==> config.mk <==
export PLATFORM = sky130hd
export DESIGN_NAME = i2s_rx_sequencer
export DESIGN_NICKNAME = d
export VERILOG_FILES = /design/src/rtl/i2s_rx_sequencer.sv
export SDC_FILE = /design/constraint.sdc
export NUM_CORES = 1
export LEC_CHECK = 0
export CAP_MARGIN = 40
export CORE_MARGIN = 2
export CORE_UTILIZATION = 52
export CTS_BUF_LIST = sky130_fd_sc_hd__clkbuf_8 sky130_fd_sc_hd__clkbuf_16
export DETAILED_ROUTE_END_ITERATION = 8
export PLACE_DENSITY = 0.8
export SLEW_MARGIN = 20
export SYNTH_ARGS = -nofsm -noshare
export SYNTH_HDL_FRONTEND = slang
export SYNTH_SLANG_ARGS = --single-unit
==> constraint.sdc <==
create_clock -name clk -period 3.7 [get_ports clk]
set_clock_uncertainty 0.2 [all_clocks]
set_input_delay 0.37 -clock clk [delete_from_list [all_inputs] [get_ports clk]]
set_output_delay 0.37 -clock clk [all_outputs]
set_load 0.01 [all_outputs]
==> src/rtl/i2s_rx_sequencer.sv <==
// i2s_rx_sequencer
//   Receive-side sequencer for an I2S link. Synchronizes the asynchronous
//   bclk/lrclk/data pins into the clk domain, detects bclk rising edges, and
//   produces per-bit shift strobes and per-word load strobes for an external
//   shift register. Words longer than DATA_BITS are truncated, keeping the MSBs.
//   A word shorter than DATA_BITS raises a one-clk frame_error instead of a load.
//
//   Optional feature: define I2S_RX_WATCHDOG_EN to drop lock after
//   TIMEOUT_CYCLES clk cycles without a bclk rise. Without the macro, RUN is
//   left only through reset.
//
// Ports
//   clk                   system clock, all logic on its rising edge
//   reset_n               synchronous active-low reset
//   i2s_bclk/lrclk/data   asynchronous I2S pins
//   i2s_lrclk_s           lrclk captured at each bclk rise
//   i2s_data_s            data bit captured at each bclk rise
//   i2s_data_shift_strobe one-clk pulse: i2s_data_s is valid for shifting
//   i2s_data_load_strobe  one-clk pulse: the shifted word is complete
//   locked                high while in RUN
//   frame_error           one-clk pulse on a short word
//   bit_count             bits received in the current word, saturating at 63
module i2s_rx_sequencer #(
    parameter int unsigned DATA_BITS      = 16,
    parameter int unsigned TIMEOUT_CYCLES = 255
) (
    input  logic       clk,
    input  logic       reset_n,
    input  logic       i2s_bclk,
    input  logic       i2s_lrclk,
    input  logic       i2s_data,
    output logic       i2s_lrclk_s,
    output logic       i2s_data_s,
    output logic       i2s_data_shift_strobe,
    output logic       i2s_data_load_strobe,
    output logic       locked,
    output logic       frame_error,
    output logic [5:0] bit_count
);

    if (DATA_BITS < 1 || DATA_BITS > 32 || TIMEOUT_CYCLES < 2 || TIMEOUT_CYCLES > 1023) begin : g_param_check
        $error("i2s_rx_sequencer: parameter out of range");
    end

    typedef enum logic {
        SYNC = 1'b0,
        RUN  = 1'b1
    } state_t;

    localparam logic [6:0] DB = 7'(DATA_BITS);

    state_t     state, state_next;
    logic       bclk_s1, bclk_s2, bclk_s3;
    logic       lr_s1, lr_s2;
    logic       dat_s1, dat_s2;
    logic       edge_e;
    logic       lr_change;
    logic       load_pend, err_pend;
    logic [6:0] word_len;
    logic       timeout;

    assign edge_e    = bclk_s2 & ~bclk_s3;
    // i2s_lrclk_s still holds the lrclk seen at the previous bclk rise here.
    assign lr_change = edge_e & (lr_s2 != i2s_lrclk_s);
    // The bit sampled at the change edge is the LSB of the ending word.
    assign word_len  = {1'b0, bit_count} + 7'd1;
    assign locked    = (state == RUN);

`ifdef I2S_RX_WATCHDOG_EN
    localparam logic [9:0] WD_LAST = 10'(TIMEOUT_CYCLES - 1);
    logic [9:0] wd_cnt;

    always_ff @(posedge clk) begin
        if (!reset_n) begin
            wd_cnt <= '0;
        end else if (state != RUN || edge_e || timeout) begin
            wd_cnt <= '0;
        end else begin
            wd_cnt <= wd_cnt + 10'd1;
        end
    end

    // Fires on the cycle the count of edge-free cycles reaches TIMEOUT_CYCLES.
    assign timeout = (state == RUN) && !edge_e && (wd_cnt == WD_LAST);
`else
    assign timeout = 1'b0;
`endif

    always_ff @(posedge clk) begin
        if (!reset_n) begin
            state <= SYNC;
        end else begin
            state <= state_next;
        end
    end

    always_comb begin
        state_next = state;
        case (state)
            SYNC:    if (lr_change) state_next = RUN;
            RUN:     if (timeout)   state_next = SYNC;
            default: state_next = SYNC;
        endcase
    end

    always_ff @(posedge clk) begin
        if (!reset_n) begin
            bclk_s1               <= 1'b0;
            bclk_s2               <= 1'b0;
            bclk_s3               <= 1'b0;
            lr_s1                 <= 1'b0;
            lr_s2                 <= 1'b0;
            dat_s1                <= 1'b0;
            dat_s2                <= 1'b0;
            i2s_lrclk_s           <= 1'b0;
            i2s_data_s            <= 1'b0;
            i2s_data_shift_strobe <= 1'b0;
            i2s_data_load_strobe  <= 1'b0;
            frame_error           <= 1'b0;
            load_pend             <= 1'b0;
            err_pend              <= 1'b0;
            bit_count             <= '0;
        end else begin
            bclk_s1 <= i2s_bclk;
            bclk_s2 <= bclk_s1;
            bclk_s3 <= bclk_s2;
            lr_s1   <= i2s_lrclk;
            lr_s2   <= lr_s1;
            dat_s1  <= i2s_data;
            dat_s2  <= dat_s1;

            if (edge_e) begin
                i2s_data_s  <= dat_s2;
                i2s_lrclk_s <= lr_s2;
            end

            // E+1 strobe; bits past DATA_BITS are dropped.
            i2s_data_shift_strobe <= edge_e && (state == RUN) && (state_next == RUN)
                                     && ({1'b0, bit_count} < DB);

            // Word verdict is taken at the change edge and delivered one clk
            // later, so the load always trails the shift of the LSB.
            load_pend <= lr_change && (state == RUN) && (word_len >= DB);
            err_pend  <= lr_change && (state == RUN) && (word_len <  DB);
            i2s_data_load_strobe <= load_pend && (state_next == RUN);
            frame_error          <= err_pend  && (state_next == RUN);

            if (timeout) begin
                bit_count <= '0;
            end else if (edge_e) begin
                if (lr_change) begin
                    bit_count <= '0;
                end else if (bit_count != 6'd63) begin
                    bit_count <= bit_count + 6'd1;
                end
            end
        end
    end

endmodule

### Word-level counts from Yosys, hierarchy flattened

Index checks and enable logic that the tools add are counted.

* add/subtract/negate cells: 2
* eq/ne operators: 2
* magnitude comparators: 3
* reductions and logical operators: 10
* multiplexer cells: 4
* bitwise gates (word level): 4

Operators with widths (number)
* two-way mux 6 bit: 2
* logical AND 1 bit: 8
* adder 6 x 1 -> 7 bit, second input constant: 1
* >= comparator 7 x 5 -> 1 bit, second input constant: 1
* less-than comparator 7 x 5 -> 1 bit, second input constant: 1
* adder 6 x 1 -> 6 bit, second input constant: 1
* less-than comparator 6 x 5 -> 1 bit, second input constant: 1
* inequality test 6 bit, second input constant: 1
* bitwise AND 1 bit: 2
* inverter 1 bit: 2
* case mux 1 bit (2 select lines): 1
* AND reduction 2 bit: 1
* nonzero test 2 bit: 1
* two-way mux 1 bit: 1
* inequality test 1 bit: 1

* bits of input ports: 5
* register bits: 21

### Logic depth before layout (Yosys ltp)

Gate-level depths: netlist of the first run.

* depth after elaboration: 7
* mapped depth: 4
* mapped depth without buffers: 4

### Worst setup path after synthesis of the first run

No wires, ideal clock.

* path type: register to register
* start point: reg bit_count[0]
* end point: reg err_pend
* path slack: 2.124 ns
* cell stages (with the launch flop): 5
* clock period less this slack: 1.576 ns
* setup time: 0.073 ns
* arrival time: 1.303 ns
* required time: 3.427 ns
* path through: dfxtp_1 -> ha_1 -> and3_1 -> mux2i_1 -> nor3b_2

* cells in the longest elaborated chain, start to end: 3

RTL lines
* start: declaration: RTL line 38 `output logic [5:0] bit_count`
* start signal: assignment: RTL line 154 `bit_count <= bit_count + 6'd1;`
* adder 6 x 1 -> 7 bit: RTL line 66 `assign word_len = {1'b0, bit_count} + 7'd1;`
* less-than comparator 7 x 5 -> 1 bit: RTL line 144 `err_pend <= lr_change && (state == RUN) && (word_len < DB);`
* logical AND 1 bit: RTL line 144
* end signal: assignment: RTL line 144
* end: declaration: RTL line 58 `logic load_pend, err_pend;`

No other way between the ends.
A chain may end at the register's enable or synchronous reset.

==> run summary, run 1 <==
After detailed routing, the total wire length is 1640 um. The count of hold-fix buffers inserted at cts came out at 0. The worst setup path is of the in -> reg kind. The total congestion overflow after global routing is 0. The data arrival time of the worst path is 2.00 ns. The top-level I/O count is 17.

Post-CTS timing repair inserted 0 buffers for setup. The power density relative to cell area came out at 369 mW/mm2. By instance count, the leading cell after synthesis is sky130_fd_sc_hd__dfxtp_1.

The worst-case headroom to the max-slew limit came out at 55.1%. The static leakage is 0.406 nW. Global routing used 4.00% of the available met3 tracks.

STA classifies the critical path startpoint as an input port. Row generation in the floorplan step produced 14 rows. The final count of pins violating max slew was 0. The maximum root-to-sink buffer count is 2.

The HPWL after detailed placement is 1050 um. The fraction of registers with async set or reset after synthesis came out at 0%. The average size of a mapped cell is 9.74 um2.

The quantity of gates resized following cts came out at 0. The number of nets still failing antenna checks after routing is 0. The routed via count divided by cell count came out at 5.84. For this design, the sink count on the clock tree is 21. The count of final setup violators is 0. The clock insertion delay at the later pin of the skew report came out at 0.26 ns.

The synthesized netlist cell count is 89. The met1 demand-to-capacity share in global routing is 22.3%. The number of optimization iterations in the first detailed-route pass is 4. STA puts the critical path data required time at 3.69 ns. The post-synthesis sequential element count is 21. The startpoint identified for the worst hold timing path is bclk_s1.

Measured in cells, the most critical reg-to-reg path has a length of 4. The total of buffers placed on input and output ports is 16. The global-route wire length before repair is 2680 um. For the pin with the worst max-slew slack, the measured transition is 0.672 ns. The number of global-route vias before repair was 632. The number of synthesized flops with an enable pin came out at 0. Setup repair after global routing left no endpoint under its margin. The clock-pin slew on the worst setup and hold paths is 0.07 ns. After routing the design area is 0.00108 mm2. The first routing iteration left 20 violations. The met2 usage is 30.4%. The post-synthesis sequential area ratio came out at 48.5%. The count of fill cells added during filler insertion came out at 130. The routed length per instance came out at 13.4 um. The final-stage net count is 114. Counting instances, the worst hold path has a depth of 1. The register-to-register setup slack is 1.94 ns.

Of the post-synthesis cell area, the dominant cell type holds 48.5%. For the final routed database, the setup TNS stands at 0 ns. The chip width is 44.8 um. The number of distinct library cells after synthesis is 36.

The fraction of layout cells with a size suffix above 1 is 5.66%. The fmax came out at 496 MHz. The placed standard-cell area came out at 0.00103 mm2. The total via count after detailed routing is 712. In this run the number of H-tree levels came out at 1. The total inserted antenna cells came out at 0. For hold timing, the worst endpoint is bclk_s2. The flow ran to the end, and the final reports show no timing, DRC or antenna violations.

From synthesis to final layout, the design area changed by 24.4%. The last weighted congestion value of the routability-driven placer came out at 0.724. In the post-synthesis netlist, the biggest area contributors are sky130_fd_sc_hd__dfxtp_1 48%, sky130_fd_sc_hd__nand2_1 5.6%, sky130_fd_sc_hd__and2_1 5.1%. TritonCTS built the clock tree. Summing every instance area after synthesis gives 867 um2. The worst setup path is captured at a flop. The peak fanout along the critical path came out at 23. The cell accounting for the most synthesized area is sky130_fd_sc_hd__dfxtp_1.

The die outline area came out at 0.00201 mm2. The endpoint of the lowest-slack register-to-register path is err_pend. The final critical path time including I/O delays and setup came out at 2.01 ns.

The most frequently used flop master after synthesis is sky130_fd_sc_hd__dfxtp_1. The number of CTS-inserted buffers came out at 3. The worst voltage drop across the vdd grid came out at 0.273 mV. Across the run, the number of max-cap violations was 0.

In this run the most used layer during global routing was met2. The path class of the tightest hold or removal check is reg -> reg. For this configuration, the core starts out at a cell density of 56.3%. The final routed DRC violation total is 0.

The synthesized netlist net count is 96. The startpoint identified for the worst register-to-register timing path is bit_count[0]. The final worst-path cycle share is 54.5%. The tree is rooted in a sky130_fd_sc_hd__clkbuf_8. The initial antenna violation count is 0. The floorplan step defined a core boundary enclosing 0.00154 mm2. The height of the die came out at 44.8 um.

After synthesis, the most frequently instantiated cells are 21 x sky130_fd_sc_hd__dfxtp_1, 13 x sky130_fd_sc_hd__nand2_1, 7 x sky130_fd_sc_hd__and2_1. For this run, the total global-route usage over all layers was measured as 18.3%. The final-report hold violation count is 0. The largest net degree at the start of global routing came out at 24.

The Yosys warning count is 0.
-- flip-flops by register name, indices dropped and copies added (netlist names) --
signal / cells
frame_error: 1
bclk_s1: 1
i2s_lrclk_s: 1
dat_s1: 1
i2s_data_load_strobe: 1
lr_s2: 1
dat_s2: 1
bit_count: 6
err_pend: 1
load_pend: 1
i2s_data_s: 1
locked: 1
bclk_s3: 1
bclk_s2: 1
lr_s1: 1
i2s_data_shift_strobe: 1
-- report_power, final --
group / internal, mW / switching (mW)
sequential: 0.230 / 0.00308
clock: 0.0739 / 0.0692
combinational: 0.0107 / 0.0110
total: 0.315 / 0.0832
-- worst max-delay path, stage by stage --
cell and delay [ns]:
sky130_fd_sc_hd__clkdlybuf4s50_1 0.90, sky130_fd_sc_hd__nand2_1 0.16, sky130_fd_sc_hd__or3_4 0.40, sky130_fd_sc_hd__nor3b_2 0.17
-- through the flow --
stage | hold slack (ns) | power [mW] | worst slack [ns] | util (%) | std cells
floorplan | 0.212 | 0.251 | 2.12 | - | 89
global placement | 0.216 | 0.260 | 1.51 | 67.0 | 118
detailed placement | 0.222 | 0.260 | 1.42 | 67.0 | 118
CTS | 0.241 | 0.401 | 1.68 | 70.0 | 122
global route | 0.252 | 0.412 | 1.56 | 70.0 | 122
finish | 0.238 | 0.398 | 1.69 | 70.0 | 122
-- layout make-up --
| cell class | count | area [um2] | area share [%] |
|---|---|---|---|
| clock inverters | 1 | 3.75 | 0.348 |
| flip-flops and latches | 21 | 420 | 39.0 |
| clock buffers | 3 | 41.3 | 3.83 |
| multi-input cells | 63 | 425 | 39.4 |
| inverters | 2 | 7.51 | 0.696 |
| repair buffers | 16 | 160 | 14.8 |
| well taps | 16 | 20.0 | 1.86 |
-- layout by cell type (no fill, tap or decap), types with 2 or more instances in the layout --
cell / instances
sky130_fd_sc_hd__dfxtp_1: 21
sky130_fd_sc_hd__clkdlybuf4s50_1: 16
sky130_fd_sc_hd__nand2_1: 13
sky130_fd_sc_hd__and2_1: 7
sky130_fd_sc_hd__a21oi_1: 4
sky130_fd_sc_hd__nand3_1: 4
sky130_fd_sc_hd__inv_1: 3
sky130_fd_sc_hd__clkbuf_8: 3
sky130_fd_sc_hd__nor2b_1: 2
sky130_fd_sc_hd__a21boi_0: 2
sky130_fd_sc_hd__nor4_1: 2
sky130_fd_sc_hd__and3b_1: 2
sky130_fd_sc_hd__o32a_1: 2
sky130_fd_sc_hd__o22ai_1: 2
sky130_fd_sc_hd__ha_1: 2
-- how the worst max path moves through the flow --
stage,startpoint,end,cells past startpoint
5_1_grt,reset_n,err_pend,4
6_report,reset_n,err_pend,4
3_5_place_dp,reset_n,err_pend,4
3_3_place_gp,reset_n,err_pend,4
2_1_floorplan,bit_count[0],err_pend,4
4_1_cts,reset_n,err_pend,4
-- layer usage --
layer  vias to the layer above  part of all wire [%]  wire length (um)
met3                         7                   7.5               123
met1                       322                    45               737
met2                        32                    46               748
met5                         -                     0                 0
li1                        351                     -                 -
met4                         0                   1.9                31
-- kinds of logic after synthesis --
kind of cell               count (synthesis)  share of synthesized area, %
and+or+nand+nor                           39                          25.7
DFF                                       21                          48.5
AOI/OAI and AO/OA                         19                          17.3
buffers and inverters                      5                          2.45
xor gates and xnor gates                   2                          2.02
adders and majority gates                  2                          2.89
muxes                                      1                          1.15
No activity file was read; power rests on OpenSTA's default activity.
==> run 2: changes to the inputs <==
Settings changed: CORE_UTILIZATION 52 to 44, PLACE_DENSITY 0.8 to 0.72.
Clock period 3.7 ns to 1.65 ns, I/O delays scaled along.
==> run 2 against run 1 <==
Compared with the run above: non-clock buffer count is 9 higher; sequential share of layout area is 2.5 points lower; worst setup slack worse by 1.6 ns; flip-flop and latch count stayed put; first-iteration DRC count is 10% higher; critical path depth is 3 lower; worst hold slack hardly changed; global-route usage is 2.4 points lower; via count is 2.2% higher; wire length is 4.6% higher; power is 130% higher; combinational power grew to 2.9 times the previous value.
==> run summary, run 2 (synthesis gave the netlist of run 1 again) <==
The clock network fraction of total power came out at 34.9% (-1.0 points). The final count of pins violating max slew came out at 0 (unchanged). The top-level I/O count is 17 (unchanged). The count of routing violations after the opening detailed-route iteration is 22 (+10%). The number of optimization iterations in the first detailed-route pass is 4 (unchanged). The critical path starts at bit_count[5]. The run finished with clean final reports. The endpoint of the lowest-slack register-to-register path is bit_count[5]. The total congestion overflow after global routing came out at 0 (unchanged). The post-route total power came out at 0.898 mW (+130%). The final-report hold violation count came out at 0 (unchanged).

In this run the critical register-to-register path is launched from bit_count[0]. The worst setup path is of the reg -> out kind. Setup repair after global routing left no endpoint under its margin. The transition at the pin with the smallest max-transition slack is 0.424 ns (-0.248 ns).

The layer carrying the most global-route usage is met2. The final hold slack is 0.238 ns (-0.000348 ns). Counting flops per register, the top entry is bit_count. The maximum cell stage delay along the critical path came out at 0.56 ns (-0.34 ns).

The number of flip-flops in the largest register was 6 (unchanged). The die outline area came out at 0.00234 mm2 (+16%). The min-delay analysis places its worst path in the category reg -> reg. The power density relative to cell area is 770 mW/mm2 (+110%). The net load switching power came to 0.183 mW (+120%). The clock insertion delay at the later pin of the skew report came to 0.25 ns (about the same). The top cell types in the final layout, fill and taps aside, are 17 x sky130_fd_sc_hd__dfxtp_1, 14 x sky130_fd_sc_hd__clkdlybuf4s50_1, 13 x sky130_fd_sc_hd__nand2_1, 9 x sky130_fd_sc_hd__buf_4, 7 x sky130_fd_sc_hd__and2_1. The number of clock sinks came out at 21 (unchanged).

The total of buffers placed on input and output ports is 16 (unchanged). The worst-case headroom to the max-slew limit is 71.7% (+17 points). The final standard cell count with taps included and fillers excluded is 142 (+16%).

The number of global-route vias before repair is 685 (+8.4%). The HPWL after detailed placement came out at 1210 um (+16%). The met3 track utilization from global routing is 3.09% (-0.91 points).

The largest net degree at the start of global routing came out at 18 (-25%). The kind of cell adding the most delay to the critical path is buffers and inverters. The total instance count after detailed placement came out at 138 (+17%). On the critical path, the stage with the largest delay is an instance of sky130_fd_sc_hd__clkdlybuf4s50_1. The last weighted congestion value of the routability-driven placer came out at 0.818 (+13%).

The worst setup path is captured at an output pin. The global-route wire length before repair came to 2950 um (+10%). The final critical path time including I/O delays and setup is 1.60 ns. The number of max-cap violations came out at 0 (unchanged). The post-synthesis to final-layout area growth came out at 34.5%.

The number of H-tree branching levels is 1 (unchanged). The count of final setup violators came to 0 (unchanged). The met2 usage came out at 26.6% (-3.8 points). The initial cell density of the core came out at 45.6% (-11 points). The chip width came out at 48.4 um (+7.9%). The root buffer cell chosen for the clock tree is sky130_fd_sc_hd__clkbuf_8. The total via count after detailed routing is 728 (+2.2%). The number of cells on the worst hold path came out at 1 (unchanged).

The number of buffers and inverters on the critical path is 1 (unchanged). The initial antenna violation count was 0 (unchanged). The data arrival time of the worst path is 1.23 ns (-0.77 ns). The worst endpoint required time is 1.28 ns (-2.41 ns).

The relative contribution of combinational cells to total power is 7.1% (+1.6 points). The static leakage came out at 0.475 nW (+17%). The fraction of layout cells with a size suffix above 1 came out at 16.5% (+11 points). In this run the worst setup path terminates at bit_count[5]. The area of the core is 0.00190 mm2 (+23%). The worst setup path is launched from a flop. The maximum root-to-sink buffer count was 2 (unchanged). The number of gates on the worst path with buffers counted came out at 1 (-3). The routed via count divided by cell count came to 5.13 (-12%).

The peak fanout along the critical path came out at 8 (-65%). The total inserted antenna cells is 0 (unchanged). The worst reg2reg path depth is 4 (unchanged). The clock-pin slew on the worst setup and hold paths is 0.07 ns (about the same). The number of nets still failing antenna checks after routing is 0 (unchanged). The worst voltage drop across the vdd grid came out at 0.707 mV (+160%). The all-layer global routing usage came out at 15.9% (-2.4 points).

The cell-internal power came out at 0.715 mW (+130%). The final routed DRC violation total is 0 (unchanged). The sequential power share came out at 58.0% (-0.6 points). The final worst-path cycle share is 96.9%. The register-to-register setup slack came out at 0.12 ns (-1.82 ns). The floorplan row count is 16 (+2). The switching share of total power is 20.4% (-0.51 points). The number of CTS-inserted buffers is 3 (unchanged). Walking the worst path, the cells encountered are clkdlybuf4s50_1. TritonCTS built the clock tree. The library cell used most frequently in the layout, excluding fill and tap cells, is sky130_fd_sc_hd__dfxtp_1. The height of the die is 48.4 um (+7.9%). The total wirelength of the detailed-routed design came out at 1710 um (+4.6%).

The fmax came out at 625 MHz. The met1 demand-to-capacity share in global routing came out at 19.8% (-2.5 points). The count of hold-fix buffers inserted at cts is 0 (unchanged).

The routed length per instance is 12.1 um (-10%). The final-stage net count came out at 123 (+7.9%).
## run 2: area by class of cell
type | count | area, um2
Tap cell | 27 | 33.8
Inverter | 2 | 7.51
Fill cell | 167 | 736
Timing Repair Buffer | 25 | 229
Multi-Input combinational cell | 63 | 425
Clock buffer | 3 | 41.3
Clock inverter | 1 | 3.75
Sequential cell | 21 | 425
## run 2: power by group through the flow
stage / Clock [mW] / Combinational [mW] / Sequential, mW
global route: 0.348 / 0.0697 / 0.522
global placement: 0 / 0.0622 / 0.532
CTS: 0.324 / 0.0633 / 0.521
finish: 0.313 / 0.0634 / 0.521
floorplan: 0 / 0.0277 / 0.535
detailed placement: 0 / 0.0638 / 0.533
## run 2: how the worst min path moves through the flow
stage	from	slack [ns]	to
6_report	lr_s1	0.24	lr_s2
5_1_grt	lr_s1	0.27	lr_s2
4_1_cts	lr_s1	0.24	lr_s2
3_5_place_dp	lr_s1	0.22	lr_s2
3_3_place_gp	dat_s1	0.21	dat_s2
2_1_floorplan	i2s_bclk	0.09	bclk_s1
## run 2: layer usage
layer,up-vias,wire [um]
met5,-,0
li1,371,-
met1,337,776
met2,18,851
met3,2,72
met4,0,13
## run 2: what timing repair did
item / in CTS / in global routing
endpoints found under the setup margin: 3 / 3
gates resized for setup: 3 / 3
setup buffers: 0 / 0
gates cloned: 0 / 0
## run 2: metrics by stage
stage	setup slack [ns]	setup TNS (ns)	instance area (um2)	util (%)
final	0.0506	0	1170	61.3
after global routing	0.00831	0	1170	61.3
after CTS	0.00224	0	1160	61.1
after detailed placement	-0.0151	-0.0151	1110	58.6
after global placement	0.0294	0	1110	58.6
after floorplan	0.0743	0	867	-
==> run 3: changes to the inputs <==
Settings changed: RECOVER_POWER set to 25.
==> run 3 against run 2 <==
Compared with the run above: critical path depth unchanged; die area did not move; wire length did not move; final cell count did not move; sequential power hardly changed.
==> run summary, run 3 (synthesis gave the netlist of run 1 again) <==
The fmax is 625 MHz (unchanged). The count of fill cells added during filler insertion was 167 (unchanged). The post-synthesis to final-layout area growth is 34.5% (unchanged). The total congestion overflow after global routing is 0 (unchanged). The maximum root-to-sink buffer count came to 2 (unchanged). The count of final setup violators came out at 0 (unchanged). The number of optimization iterations in the first detailed-route pass came out at 4 (unchanged). The top-level I/O count is 17 (unchanged). The floorplan row count was 16 (unchanged). The global-route wire length before repair was 2950 um (unchanged). The transition at the pin with the smallest max-transition slack is 0.424 ns (unchanged). The initial cell density of the core is 45.6% (unchanged). The length of routed met3 wiring is 71 um (-1.4%). Signal routing reaches up to met4. The height of the die came out at 48.4 um (unchanged). The most common cell after layout, fill and taps aside is sky130_fd_sc_hd__dfxtp_1. The kind of cell adding the most delay to the critical path is buffers and inverters. The HPWL after detailed placement is 1210 um (unchanged). STA classifies the critical path startpoint as a flop. The number of max-cap violations is 0 (unchanged). The all-layer global routing usage came to 15.9% (unchanged).

The data arrival time of the worst path came out at 1.23 ns (about the same). TritonCTS built the clock tree. The clock network fraction of total power came out at 34.9% (about the same).

The switching share of total power is 20.4% (about the same). The final critical path time including I/O delays and setup came out at 1.60 ns (-0.000000500 ns). The number of clock sinks came out at 21 (unchanged).

The number of H-tree branching levels is 1 (unchanged). The final critical-path setup slack is 0.0506 ns (+0.000000500 ns). The quantity of gates resized following cts was 3 (unchanged).

The worst voltage drop across the vdd grid was 0.707 mV (about the same). The sequential power share came to 58.1% (about the same). The initial antenna violation count is 0 (unchanged). The maximum cell stage delay along the critical path is 0.56 ns (about the same).

The run finished with clean final reports. The final-stage net count is 123 (unchanged). The post-route total power came out at 0.897 mW (about the same). The count of hold-fix buffers inserted at cts is 0 (unchanged). The path class of the tightest hold or removal check is reg -> reg.

The relative contribution of combinational cells to total power came out at 7.0% (about the same). The total wirelength of the detailed-routed design was 1710 um (unchanged). The critical path is of the reg -> out type.

The routed via count divided by cell count is 5.13 (unchanged). The final worst-path cycle share is 96.9% (about the same). The power density relative to cell area came to 769 mW/mm2 (about the same). The total inserted antenna cells is 0 (unchanged). The last weighted congestion value of the routability-driven placer is 0.818 (unchanged). The cell type of the slowest stage on the worst timing path is sky130_fd_sc_hd__clkdlybuf4s50_1. The number of CTS-inserted buffers came out at 3 (unchanged). The number of buffers and inverters on the critical path is 1 (unchanged).

The worst setup slack before clock tree synthesis was -0.0151 ns (unchanged). The sum of routed wire segments on met1 came out at 777 um (+0.13%). The count of routing violations after the opening detailed-route iteration came out at 22 (unchanged).

The largest net degree at the start of global routing is 18 (unchanged). More flip-flops sit in one register than any other, and that register is bit_count. The number of flip-flops in the largest register is 6 (unchanged).

The cell-internal power is 0.714 mW (about the same). The library cells used most frequently in the layout, excluding fill and tap cells, are 17 x sky130_fd_sc_hd__dfxtp_1, 13 x sky130_fd_sc_hd__nand2_1, 13 x sky130_fd_sc_hd__clkdlybuf4s50_1, 9 x sky130_fd_sc_hd__buf_4, 6 x sky130_fd_sc_hd__and2_1. Setup repair after global routing left no endpoint under its margin. The peak fanout along the critical path is 8 (unchanged). The kind of end point of the critical path is an output pin. The clock insertion delay at the later pin of the skew report came to 0.25 ns (about the same). The worst-case headroom to the max-slew limit came out at 71.7% (unchanged). The tree is rooted in a sky130_fd_sc_hd__clkbuf_8. The static leakage came out at 0.475 nW (-0.10%). The area of the core is 0.00190 mm2 (unchanged). The routed length per instance is 12.1 um (unchanged). The number of nets still failing antenna checks after routing is 0 (unchanged). The final count of pins violating max slew came out at 0 (unchanged). The final-report hold violation count is 0 (unchanged). The number of global-route vias before repair is 685 (unchanged). The signal on the critical path passes through clkdlybuf4s50_1. The clock-pin slew on the worst setup and hold paths came out at 0.07 ns (about the same). The fraction of layout cells with a size suffix above 1 is 16.5% (unchanged). The die outline area is 0.00234 mm2 (unchanged). The net load switching power came to 0.183 mW (about the same).

The met2 wire length is 852 um (+0.12%). The post-CTS repair timing setup buffer count came out at 0 (unchanged). The total of buffers placed on input and output ports is 16 (unchanged). The final routed DRC violation total is 0 (unchanged). The chip width came to 48.4 um (unchanged). The worst endpoint required time is 1.28 ns (about the same). The total via count after detailed routing is 728 (unchanged).
## run 3: worst register-to-register path: stages, from the launching register on
cell,delay (ns)
sky130_fd_sc_hd__dfxtp_1,0.32
sky130_fd_sc_hd__ha_1,0.24
sky130_fd_sc_hd__buf_4,0.16
sky130_fd_sc_hd__o31a_1,0.29
sky130_fd_sc_hd__o221a_1,0.21
## run 3: final cells by class
type	count	area, um2	area share [%]
Multi-Input combinational cell	63	425	36.5
Clock inverter	1	3.75	0.322
Tap cell	27	33.8	2.90
Inverter	2	7.51	0.644
Timing Repair Buffer	25	229	19.6
Sequential cell	21	425	36.5
Clock buffer	3	41.3	3.54
## run 3: layer usage
| layer | GRT usage, % | vias up |
|---|---|---|
| met5 | 0 | - |
| met4 | 7.14 | 0 |
| met3 | 3.09 | 2 |
| met2 | 26.6 | 18 |
| met1 | 19.8 | 337 |
| li1 | - | 371 |
## run 3: power groups by stage
stage / logic, mW / registers (mW) / clock network [mW]
after CTS: 0.0633 / 0.521 / 0.324
after global routing: 0.0691 / 0.522 / 0.348
after floorplan: 0.0277 / 0.535 / 0
after detailed placement: 0.0638 / 0.533 / 0
final: 0.0628 / 0.521 / 0.313
after global placement: 0.0622 / 0.532 / 0
## run 3: worst paths after layout
path                            slack (ns)           end         start  cells after the start
worst min-delay path                  0.24         lr_s2         lr_s1                      1
worst max-delay path                  0.05  bit_count[5]  bit_count[5]                      1
worst max register to register        0.12  bit_count[5]  bit_count[0]                      4
worst min register to register        0.24         lr_s2         lr_s1                      1
## run 3: per-stage QoR
| stage | setup TNS, ns | hold WS (ns) | std cells | instance area, um2 | utilization (%) |
|---|---|---|---|---|---|
| 2_1_floorplan | 0 | 0.0923 | 89 | 867 | - |
| 3_3_place_gp | 0 | 0.214 | 138 | 1110 | 58.6 |
| 3_5_place_dp | -0.0151 | 0.224 | 138 | 1110 | 58.6 |
| 4_1_cts | 0 | 0.242 | 142 | 1160 | 61.1 |
| 5_1_grt | 0 | 0.273 | 142 | 1170 | 61.3 |
| 6_report | 0 | 0.238 | 142 | 1170 | 61.3 |
